## config.mk

```make
export PLATFORM = sky130hd
export DESIGN_NAME = bet_bank_ctrl
export DESIGN_NICKNAME = d
export VERILOG_FILES = /design/src/rtl/bet_bank_ctrl.sv
export SDC_FILE = /design/constraint.sdc
export NUM_CORES = 1
export LEC_CHECK = 0
export CAP_MARGIN = 15
export CELL_PAD_IN_SITES_DETAIL_PLACEMENT = 0
export CELL_PAD_IN_SITES_GLOBAL_PLACEMENT = 1
export CORE_MARGIN = 3
export CORE_UTILIZATION = 44
export CTS_BUF_LIST = sky130_fd_sc_hd__clkbuf_8
export CTS_CLUSTER_DIAMETER = 150
export DETAILED_ROUTE_END_ITERATION = 10
export PLACE_DENSITY = 0.92
export SLEW_MARGIN = 20
export SYNTH_ARGS = -nofsm -noshare
export SYNTH_HDL_FRONTEND = slang
export SYNTH_SLANG_ARGS = --single-unit
```

## constraint.sdc

```tcl
create_clock -name clk -period 5.5 [get_ports clk]
set_input_delay 1.375 -clock clk [delete_from_list [all_inputs] [get_ports clk]]
set_output_delay 1.375 -clock clk [all_outputs]
set_load 0.01 [all_outputs]
```

## src/rtl/bet_bank_ctrl.sv

```systemverilog
// Blackjack bankroll and wager controller: button-driven bet entry, lock/deduct on deal, settlement.
// Optional double-down support is compiled in when BJ_DOUBLE_DOWN_EN is defined.
module bet_bank_ctrl #(
  parameter int BANK_W     = 10,
  parameter int BET_W      = 8,
  parameter int START_BANK = 200,
  parameter int MAX_BET    = 99
) (
  input  logic              clk,
  input  logic              rst,
  input  logic              inc_1,
  input  logic              inc_5,
  input  logic              inc_10,
  input  logic              inc_25,
  input  logic              clear_bet,
  input  logic              place,
  input  logic              double,
  input  logic              outcome_valid,
  input  logic [1:0]        outcome,
  output logic [BANK_W-1:0] bank,
  output logic [BET_W-1:0]  bet,
  output logic              bet_locked,
  output logic              broke,
  output logic              settle_done,
  output logic [1:0]        state_dbg
);

  // Handshake: place, double and outcome_valid are single-cycle strobes with no ready;
  // each is acted on only in the state that accepts it and is silently dropped elsewhere.

  localparam int AW = BANK_W + 2;
  localparam logic [AW-1:0] MAX_X    = AW'(MAX_BET);
  localparam logic [AW-1:0] BANK_SAT = AW'({BANK_W{1'b1}});

  typedef enum logic [1:0] {
    BETTING = 2'd0,
    LOCKED  = 2'd1,
    BROKE   = 2'd2
  } state_t;

  state_t            state, state_nx;
  logic [BANK_W-1:0] bank_nx;
  logic [BET_W-1:0]  bet_nx;
  logic              settle_nx;
  logic [3:0]        prev_q;
  logic [3:0]        inc_now;
  logic [3:0]        edges;
  logic              do_double;
  logic [AW-1:0]     bank_x, bet_x, inc_sum, cand, limit, credit, credited;

`ifdef BJ_DOUBLE_DOWN_EN
  logic dd_used, dd_used_nx;
`else
  logic unused_double;
  assign unused_double = double;
`endif

  assign inc_now = {inc_25, inc_10, inc_5, inc_1};
  assign edges   = inc_now & ~prev_q;

  always_comb begin
    bank_x   = AW'(bank);
    bet_x    = AW'(bet);
    inc_sum  = (edges[0] ? AW'(1)  : '0) + (edges[1] ? AW'(5)  : '0)
             + (edges[2] ? AW'(10) : '0) + (edges[3] ? AW'(25) : '0);
    limit    = (bank_x < MAX_X) ? bank_x : MAX_X;
    cand     = bet_x + inc_sum;
    unique case (outcome)
      2'b00:   credit = '0;
      2'b01:   credit = bet_x;
      2'b10:   credit = bet_x + bet_x;
      default: credit = bet_x + bet_x + (bet_x >> 1);
    endcase
    credited = bank_x + credit;
    if (credited > BANK_SAT) credited = BANK_SAT;
  end

  always_comb begin
`ifdef BJ_DOUBLE_DOWN_EN
    do_double  = double && !dd_used && (bank_x >= bet_x);
    dd_used_nx = dd_used;
`else
    do_double  = 1'b0;
`endif
    state_nx  = state;
    bank_nx   = bank;
    bet_nx    = bet;
    settle_nx = 1'b0;
    unique case (state)
      BETTING: begin
        if (place && (bet != '0)) begin
          bank_nx  = BANK_W'(bank_x - bet_x);
          state_nx = LOCKED;
        end else if (clear_bet) begin
          bet_nx = '0;
        end else begin
          bet_nx = BET_W'((cand < limit) ? cand : limit);
        end
      end
      LOCKED: begin
        // A double in the same cycle as an outcome wins; settlement waits for the next outcome.
        if (do_double) begin
          bank_nx = BANK_W'(bank_x - bet_x);
          bet_nx  = BET_W'(bet_x << 1);
`ifdef BJ_DOUBLE_DOWN_EN
          dd_used_nx = 1'b1;
`endif
        end else if (outcome_valid) begin
          bank_nx   = BANK_W'(credited);
          bet_nx    = '0;
          settle_nx = 1'b1;
          state_nx  = (credited == '0) ? BROKE : BETTING;
`ifdef BJ_DOUBLE_DOWN_EN
          dd_used_nx = 1'b0;
`endif
        end
      end
      BROKE: begin
        bank_nx = '0;
        bet_nx  = '0;
      end
      default: begin
        state_nx = BETTING;
      end
    endcase
  end

  always_ff @(posedge clk) begin
    if (rst) begin
      state       <= BETTING;
      bank        <= BANK_W'(START_BANK);
      bet         <= '0;
      settle_done <= 1'b0;
      prev_q      <= '0;
`ifdef BJ_DOUBLE_DOWN_EN
      dd_used     <= 1'b0;
`endif
    end else begin
      state       <= state_nx;
      bank        <= bank_nx;
      bet         <= bet_nx;
      settle_done <= settle_nx;
      prev_q      <= inc_now;
`ifdef BJ_DOUBLE_DOWN_EN
      dd_used     <= dd_used_nx;
`endif
    end
  end

  assign bet_locked = (state == LOCKED);
  assign broke      = (state == BROKE);
  assign state_dbg  = state;

endmodule

```

======== After elaboration in Yosys (flattened, before gate mapping) ========
Index checks and enable logic that the tools add are counted.
word-level totals
  register bits ........................... 25
  bits of input ports ..................... 12
  output and inout bits ................... 23
  logic and storage cells ................. 57
cells by class
  add/sub/neg operators ................... 8
  $lt $le $gt $ge ......................... 3
  equality and inequality tests ........... 7
  mux-type cells .......................... 20
  bitwise gates (word level) .............. 4
  reduce and logical (&&, ||, !) cells .... 10
operator list
  kind                    count
  $pmux W10 S3            2
  $mux W8                 4
  $mux W10                3
  $pmux W8 S3             1
  $add A10 B12 Y12        1
  $gt A12 B10 Y1 const B  1
  $logic_not A12 Y1       1
  $mux W12                1
  $add A9 B7 Y10          1
  $lt A10 B7 Y1 const B   1
  $lt A9 B10 Y1           1
  $sub A10 B8 Y10         1
  $add A8 B6 Y9           1
  $add A8 B8 Y9           1
  $reduce_and A3 Y1       3
  $reduce_bool A8 Y1      1
  $add A5 B5 Y6           1
  $mux W2                 3
  $ne A2 B2 Y1 const B    3
  $pmux W2 S3             1
  $add A4 B4 Y5           1
  $mux W5                 1
  $add A1 B3 Y4           1
  $and A4 B4 Y4           1
  other kinds (11)        16

======== Longest topological paths before layout ========
  depth in word-level cells ............... 12
  gate-level depth with buffers ........... 17
  depth with buffers taken out ............ 16

======== Worst setup path after synthesis ========
Ideal clock, no wire load.
  kind .................................... in2reg
  from .................................... input inc_25
  to ...................................... register bet[3]
  setup time .............................. 0.132 ns
  arrival time ............................ 4.845 ns
  required time ........................... 5.368 ns
  setup slack ............................. 0.523 ns
  stages .................................. 16
  path buffers ............................ 1
  cell sequence ........................... nor2b_1 -> fa_1 -> ha_1 -> fa_1 -> a21o_1 -> a311o_1 -> a21oi_1 -> xnor2_1 -> ha_1 -> nand3_1 -> nor3_1 -> a221oi_1 -> o211ai_2 -> buf_6 -> a221oi_1 -> a311oi_1
between the ends
  longest elaborated chain between the ends .. 9
RTL lines
  element               RTL line  RTL
  start, declared       14        input logic inc_25,
  $and A4 B4 Y4 *       59        assign edges = inc_now & ~prev_q;
  $mux W5 *             65        + (edges[2] ? AW'(10) : '0) + (edges[3] ? AW'(25) : '0);
  $add A5 B5 Y6 *       65
  $add A8 B6 Y9 *       67        cand = bet_x + inc_sum;
  $lt A9 B10 Y1         97        bet_nx = BET_W'((cand < limit) ? cand : limit);
  $mux W8 *             97
  $mux W8 *             94        end else if (clear_bet) begin
  $mux W8 *             91        if (place && (bet != '0)) begin
  $pmux W8 S3 *         89        unique case (state)
  end signal, assigned  141       bet <= bet_nx;
  end, declared         21        output logic [BET_W-1:0] bet,
Every way passes the cells marked *; elsewhere a longest branch is shown, timed or not. The select of a mux whose other input is x is not followed.
A chain may end at the register's enable or synchronous reset.

======== Final worst setup path ========
  from .................................... input inc_25
  to ...................................... register bet[4]
The elaborated chain is that of the path after synthesis.

==> out/metrics.cfg <==
[critical_path]
r2r_end = bank[7]$_SDFFE_PP1P_
crit_type = input pin to flip-flop
cp_top_family = compound AO/OA/AOI/OAI gates
critPathLaunchType = input pin
r2r_slack_ps = 1110
arrival_ps = 5450
path_max_fanout = 7
cp_slowest_stage_delay_ps = 470
critical_path_buf_inv_count = 2
crit_chain = clkdlybuf4s50_1 -> nor2b_2 -> fa_1 -> ha_1 -> fa_1 -> a21o_1 -> a311o_1 -> a21oi_2 -> xnor2_1 -> ha_1 -> nand3_1 -> nor3_2 -> a221oi_1 -> o211ai_2 -> buf_4 -> a221oi_1 -> a311oi_1
worstSetupStartpoint = inc_25
timing.rr.start = bet[1]$_SDFFE_PP0P_
crit_required_ps = 5660
worst-r2r-cell-count = 15
endpoint_kind = flip-flop
cp_slowest_cell = clkdlybuf4s50_1
worst-path-stages = 17

[route]
drtPass1Iterations = 4
vias = 3220
vias_per_cell = 5.89
wl_per_cell_um = 16.1
wl_um = 8810
drtIter0Drc = 168
drc_errors = 0
postRouteAntennaNets = 0

[synth]
synth_edf_count = 0
avgSynthCellArea_um2 = 7.73
synth.distinct_cells = 59
yosysTopAreaCellShare = 0.179
ys_seq_elements = 25
ys_seq_area_frac = 0.159
ys_warn_count = 0
syn-instance-count = 408
async_flop_share = 0
synth_flop_cell = dfxtp_1
synth.cell_area_um2 = 3150
yosysTopAreaCell = ha_1
synth_area_leaders = ha_1 (18%), dfxtp_1 (16%), o21ai_0 (5.4%)

[global_routing]
grt.total_usage = 0.213
globalRouteOverflowTotal = 0
antenna_found_initial = 0
grt_max_degree = 26
grt_pass1_vias = 3105
grt_pass1_wl_um = 14600

[outcome]
status = completed

[finish]
utilization = 0.544
final_cell_mix = ha_1 (45), nor2_1 (38), o21ai_0 (34), clkdlybuf4s50_1 (33), nand2_1 (31)
fillCellCount = 661
multi_input_comb_area_um2 = 2530
drive_gt1_frac = 0.0798
num_antenna_cells = 0
seq_area_um2 = 500
finalNetCount = 514
stdcell_count = 547
area_growth_pct = 18.5
final_common_cell = ha_1

[sta]
max_freq_ghz = 0.189
slew_headroom = 0.623
tightest_slew_ps = 561
finalClockSkew_ps = 2.58
maxSlewViolCount = 0
hold_violations = 0
fin_crit_ps = 5290
holdWs_ps = 556
finalCritPeriodShare = 0.961
setup_viol = 0

[floorplan]
start_util = 0.459
row_count = 30
die_y_um = 90.7
die_x_um = 90.7
die_area_um2 = 8220
ios = 35
core-area_um2 = 6870

[cts]
cts-root-buf = clkbuf_8
ctsHoldBuffers = 0
worstSkewPairLatency_ps = 270
clockBufferDepth = 2
path_clk_slew_ps = 90
cts_buffers = 3
clkSinkCount = 25
htree_num_levels = 1
cts_tree = built

[placement]
dp_cells = 543
io_buffers = 33
gp_congestion = 0.866
place_hpwl_um = 6860

[min_path]
worstHoldEndpoint = state_dbg[1]$_SDFFE_PP0P_
holdPathStages = 2
min_path_type = flip-flop to flip-flop
worstHoldStart = state_dbg[1]$_SDFFE_PP0P_

[power]
p_leak_nw = 1.51
vdd_ir_drop_max_mv = 0.274
powerDensity_nw_per_um2 = 421

[run]
drv_cap = 0

## layout make-up
type / instances / share of cell area
Tap cell: 96 / 0.0322
Clock buffer: 3 / 0.0111
Timing Repair Buffer: 48 / 0.119
Inverter: 26 / 0.0261
Multi-Input combinational cell: 348 / 0.677
Clock inverter: 1 / 0.00134
Sequential cell: 25 / 0.134
## worst reg2reg max path, stage by stage, from the launching register on
cell and delay (ps):
dfxtp_1 600, inv_1 230, fa_1 480, nor2b_1 160, o21ai_0 110, a21boi_0 280, o21ai_0 200, a2111o_1 440
nand3_1 90, ha_1 280, o21a_1 130, and3_1 200, a221oi_2 390, o21ai_0 250, a221oi_1 340, o21bai_1 90
## flip-flops by register name, indices dropped and copies added, names as in the netlist
signal       count
settle_done      1
prev_q           4
bet              8
bank            10
state_dbg        2
## stage by stage
step | instance area (µm²) | TNS [ps] | total power, mW | worst slack [ps]
final | 3740 | 0 | 1.57 | 212
after floorplan | 3160 | 0 | 1.09 | 523
after detailed placement | 3670 | -701 | 1.43 | -123
after global routing | 3740 | -19.1 | 1.73 | -19.1
after CTS | 3720 | 0 | 1.55 | 179
after global placement | 3670 | -271 | 1.41 | -60.5
## cells by family (layout without fill, tap and decap cells)
group,count (synthesis),count (layout),share of synthesized area
simple gates,140,140,0.231
compound gates,137,137,0.296
fa+ha+maj,50,50,0.210
buf+inv,36,78,0.0460
flops,25,25,0.159
xor+xnor,13,13,0.0361
mux,6,6,0.0198
other cells,1,2,0.00119
## per-layer routing
metal  share of wire  global-route usage
met3           0.042              0.0192
met5               0                   0
met2            0.46               0.355
met4           0.024              0.0689
met1            0.48               0.288
## how the worst max path moves through the flow
stage | endpoint | slack [ps]
floorplan | bet[3]$_SDFFE_PP0P_ | 520
global placement | bet[5]$_SDFFE_PP0P_ | -60
detailed placement | bet[4]$_SDFFE_PP0P_ | -120
CTS | bet[4]$_SDFFE_PP0P_ | 180
global route | bet[3]$_SDFFE_PP0P_ | -20
finish | bet[4]$_SDFFE_PP0P_ | 210
## where the power goes
part	switching, mW	internal, mW	total, mW
clock network	0.0634	0.0508	0.114
registers	0.0886	0.221	0.310
logic	0.649	0.499	1.15
## cell usage after synthesis, types with 3 or more instances
cell	instances
o311ai_0	3
nor2b_1	15
and3_1	3
a21oi_1	28
o211ai_1	4
nand2b_1	7
mux2i_1	4
or3_1	3
a211oi_1	10
xnor2_1	7
nor3b_1	4
nor3_1	10
nor2_1	38
inv_1	25
a211o_1	5
nand4_1	5
clkbuf_1	7
ha_1	45
xor2_1	6
o21ai_0	34
dfxtp_1	25
a21o_1	7
o21bai_1	4
nand3b_1	4
a221oi_1	6
o21a_1	6
nand2_1	31
o31ai_1	5
and2_2	3
fa_1	5
nor4_1	4
nand3_1	4
a31oi_1	6
## what timing repair did
| item | CTS | global route |
|---|---|---|
| setup buffers | 0 | 0 |
| setup endpoints to repair | 0 | 8 |
| resized for setup | 0 | 4 |
Power figures use the tool's default switching activity.
==> RTL change 1, RTL diff (same flow settings) <==
The option `BJ_DOUBLE_DOWN_EN` is turned on by a define.
--- a/src/rtl/bet_bank_ctrl.sv
+++ b/src/rtl/bet_bank_ctrl.sv
@@ -1,5 +1,7 @@
 // Blackjack bankroll and wager controller: button-driven bet entry, lock/deduct on deal, settlement.
 // Optional double-down support is compiled in when BJ_DOUBLE_DOWN_EN is defined.
+`define BJ_DOUBLE_DOWN_EN
+
 module bet_bank_ctrl #(
   parameter int BANK_W     = 10,
   parameter int BET_W      = 8,
Check against the original RTL: not equivalent (a bounded check fails within 4 cycles, from zero or initial values and one cycle with rst high).
==> RTL change 1 against the unedited design <==
Sequential cell count increased by 1. Synthesized area increased by 5.5%. Core utilization decreased by 1.9 points. Sequential power increased by 37%. Final area increased by 2.4%. Wire length increased by 8.2%. Hold slack got worse by 0.046 ns. Sequential share of layout area increased by 0.20 points. Total power increased by 57%. Critical path depth decreased by 1. Worst setup slack improved by 0.20 ns.
==> RTL change 1: results <==
[hold_path]
whs_path_depth = 2
whs_endpoint = "dd_used"
worstHoldStart = "dd_used"

[power_and_ir_drop]
p_sw_share_pct = 54.7
p_leak_nw = 1.54
vdd.ir_drop.worst_uv = 339

[clocking]
numCtsBuffers = 3
cts_resized = 0
clk_latency_ns = 0.28

[setup_path]
path_delay_family = "compound AO/OA/AOI/OAI gates"
r2r_slack_ns = 1.43
r2r-end = "bank[8]"
crit_path_end = "bet[6]"
crit_path_max_fanout = 14
r2r-start = "bet[1]"
cpPeakStageDelay_ns = 0.48
crit_arrival_ns = 5.28

[finish]
antenna_cells = 0
nets = 519
syn2layout_area_growth_pct = 15.0
fill_cells = 740
drive_above_1_share_pct = 5.27

[sta]
relSlewSlack_pct = 43.4
clock.fmax_mhz = 196
holdWs_ns = 0.510
finClkSkew_ns = 0.00620

[drt]
firstDrtPassIters = 5
avgViaCountPerCell = 6.07
vias = 3364
wl_per_cell_um = 17.2
drt_iter0_drc = 296

[yosys]
ys_seq_elements = 26
synthTopCellsByCount = "ha_1, a21oi_1, nor2_1"
synth-main-ff-cell = "dfxtp_1"
synth-async-reset-ratio_pct = 0
synth.avg_cell_area_um2 = 7.83
netlist_top_cells_area = "ha_1, dfxtp_1, a21oi_1"
ys_seq_area_share_pct = 15.6
synth_cell_types = 67

[grt]
first_global_vias = 3108
grt_max_degree = 30
grtUsageTotal_pct = 22.4
gr-total-overflow = 0
grt_pass1_wl_um = 15600

[placement]
port_buffers = 34
dp_cells = 551
dpl_cell_area_um2 = 3780
gp_congestion = 0.875
preCtsSetupSlack_ns = -0.183
dp_hpwl_um = 7640

[status]
outcome = "finished, final reports clean"
RTL change 1: cell count changes in the layout (fill, tap and decap cells not counted), moves of 4 or more:
cell / unedited run / this run
a21oi_1: 27 / 39
a22o_1: 0 / 4
a311oi_1: 2 / 6
a31oi_1: 6 / 1
buf_4: 15 / 5
nand2_1: 31 / 26
nand3_1: 4 / 12
nor3b_1: 4 / 0
o21ai_0: 34 / 25
or3_1: 3 / 7
xnor2_1: 7 / 13
RTL change 1: power by group through the flow:
stage | sequential, mW | clock (mW) | combinational [mW]
finish | 0.424 | 0.113 | 1.93
global route | 0.438 | 0.123 | 2.15
detailed placement | 0.425 | 0 | 1.90
floorplan | 0.374 | 0 | 1.40
global placement | 0.425 | 0 | 1.86
CTS | 0.420 | 0.115 | 1.91
RTL change 1: cell type report:
type | count | share of cell area [%]
multi-input cells | 363 | 69.9
flip-flops and latches | 26 | 13.6
repair buffers | 39 | 9.87
well taps | 99 | 3.24
inverters | 24 | 2.35
clock buffers | 3 | 1.08
RTL change 1: metal layers:
metal | GRT usage, % | wire length, um | vias up
li1 | - | - | 1665
met1 | 32.7 | 4530 | 1558
met2 | 35.4 | 4270 | 128
met3 | 2.11 | 581 | 13
met4 | 5.62 | 151 | 0
met5 | 0 | 0 | -
RTL change 1: logic make-up after synthesis:
| logic type | after synthesis | share of synthesized area [%] |
|---|---|---|
| buffers and inverters | 37 | 4.36 |
| flip-flops | 26 | 15.6 |
| other | 1 | 0.113 |
| XOR/XNOR | 20 | 5.27 |
| AO/OA/AOI/OAI | 146 | 31.6 |
| AND/OR/NAND/NOR | 141 | 21.8 |
| multiplexers | 4 | 1.24 |
| adder cells (fa/ha/maj) | 50 | 19.9 |
==> RTL change 2, RTL diff (same flow settings) <==
Made on the original files. The output `settle_done` loses its register stage (`settle_done` becomes a continuous assignment).
--- a/src/rtl/bet_bank_ctrl.sv
+++ b/src/rtl/bet_bank_ctrl.sv
@@ -130,7 +130,6 @@
       state       <= BETTING;
       bank        <= BANK_W'(START_BANK);
       bet         <= '0;
-      settle_done <= 1'b0;
       prev_q      <= '0;
 `ifdef BJ_DOUBLE_DOWN_EN
       dd_used     <= 1'b0;
@@ -139,7 +138,6 @@
       state       <= state_nx;
       bank        <= bank_nx;
       bet         <= bet_nx;
-      settle_done <= settle_nx;
       prev_q      <= inc_now;
 `ifdef BJ_DOUBLE_DOWN_EN
       dd_used     <= dd_used_nx;
@@ -147,6 +145,8 @@
     end
   end
 
+  assign settle_done = settle_nx;
+
   assign bet_locked = (state == LOCKED);
   assign broke      = (state == BROKE);
   assign state_dbg  = state;
Formal check against the unedited RTL: not equivalent (Yosys sat finds a counterexample within 4 cycles, from zero or initial values and one cycle with rst high).
==> RTL change 2 against the unedited design <==
Count of clock-buffer cells in the layout increased by 1. Worst setup slack better by 0.066 ns. Critical path depth did not move. Total power rose by 6.2%. Sequential power is 9.7% higher. Final area shrank 5.3%. Synthesized area is 3.3% lower. Wire length fell by 5.0%. Hold slack lost 0.011 ns. Combinational power up 4%. Register-to-register slack gained 0.33 ns. Sequential cell count decreased by 1. Non-clock buffer count fell by 7. Critical endpoint is now bet[2].
==> RTL change 2: results <==
[placement]
port_buffers = 33
dp_hpwl_um = 6610
dpl_cell_area_um2 = 3480
dp_cells = 501
gp_congestion = 0.835

[sta]
relSlewSlack_pct = 33.4
finClkSkew_ns = 0.00558

[yosys]
ys_warn_count = 0
netlist_top_cells_area = "ha_1, dfxtp_1, o21ai_0"
ys_seq_area_share_pct = 15.8
synthTopCellsByCount = "ha_1, nand2_1, nor2_1"
synth-main-ff-cell = "dfxtp_1"
synthXorXnorAreaFrac_pct = 4.89
synth_cell_types = 60
postSynthCellCount = 393
synth.area.mux_share_pct = 2.63
synth_adder_area_share_pct = 21.8
synth_compound_area_share_pct = 26.7

[setup_path]
path_delay_family = "adder cells"
crit_arrival_ns = 5.39
slowest_stage = "clkdlybuf4s50_1"
r2r-start = "bet[0]"
crit_path_max_fanout = 6
r2r_slack_ns = 1.44
cpPeakStageDelay_ns = 0.47

[drt]
vias = 3075
wl_per_cell_um = 16.6
dr_wl_met3_um = 491
wl_met2_um = 3610
firstDrtPassIters = 6
drt_iter0_drc = 197
wirelength_um = 8370
wl_met1_um = 4070
top_layer = "met4"

[grt]
grt_max_degree = 25
first_global_vias = 2789
grtUsageTotal_pct = 21.7
grt_util_met2_pct = 33.1
grt_util_met3_pct = 1.66
grtUsageMet1_pct = 32.3
grt_pass1_wl_um = 13600
antenna_found_initial = 0

[power_and_ir_drop]
vdd.ir_drop.worst_uv = 309
p_leak_nw = 1.44

[finish]
nets = 491
top_regs = "bank x10, bet x8, prev_q x4"
fill_cells = 660
drive_above_1_share_pct = 5.84

[clocking]
clk_latency_ns = 0.28
clk_pin_slew_ns = 0.09

[status]
outcome = "finished, final reports clean"

[hold_path]
worstHoldStart = "state_dbg[0]"
hold_path.class = "flip-flop to flip-flop"
-- RTL change 2: cell types whose count changed after synthesis, moves of 5 or more --
| cell | delta |
|---|---|
| or2_2 | +5 |
| xnor2_1 | +5 |
| nor3_1 | +12 |
| nor2_1 | -8 |
| o21ai_0 | -6 |
-- RTL change 2: worst register-to-register path: cells and delay by family, from the launching register on --
kind	cells	cell delay [ns]
adder cells (fa/ha/maj)	4	1.42
XOR/XNOR	1	0.12
buffers and inverters	1	0.18
flip-flops	1	0.57
AO/OA/AOI/OAI	6	1.29
AND/OR/NAND/NOR	3	0.39
-- RTL change 2: area by class of cell --
class / instances / area share [%]
Multi-Input combinational cell: 336 / 68.7
Tap cell: 77 / 2.72
Timing Repair Buffer: 41 / 11.0
Inverter: 23 / 2.44
Clock buffer: 4 / 1.56
Sequential cell: 24 / 13.6
-- RTL change 2: timing repair --
item	CTS	global route
endpoints found under the setup margin	0	3
resized for setup	0	1
setup buffers	0	0
-- RTL change 2: through the flow --
step                      setup TNS [ns]  power [mW]  hold slack [ns]  util (%)  setup WS (ns)
after floorplan                        0        1.17            0.536         -          0.797
final                                  0        1.67            0.545      54.2          0.279
after global placement                 0        1.50            0.515      53.3         0.0627
after CTS                              0        1.66            0.548      54.1          0.255
after global routing                   0        1.83            0.614      54.2         0.0247
after detailed placement         -0.0925        1.52            0.531      53.3        -0.0345
-- RTL change 2: where the power goes --
part	switching [mW]	total (mW)	internal (mW)
Clock	0.0636	0.128	0.0642
Combinational	0.660	1.20	0.542
Sequential	0.117	0.340	0.223
-- RTL change 2: path summary, 6_finish.rpt --
kind                                      to
worst max-delay path                  bet[2]
worst min-delay path            state_dbg[0]
worst max register to register        bet[2]
worst min register to register  state_dbg[0]
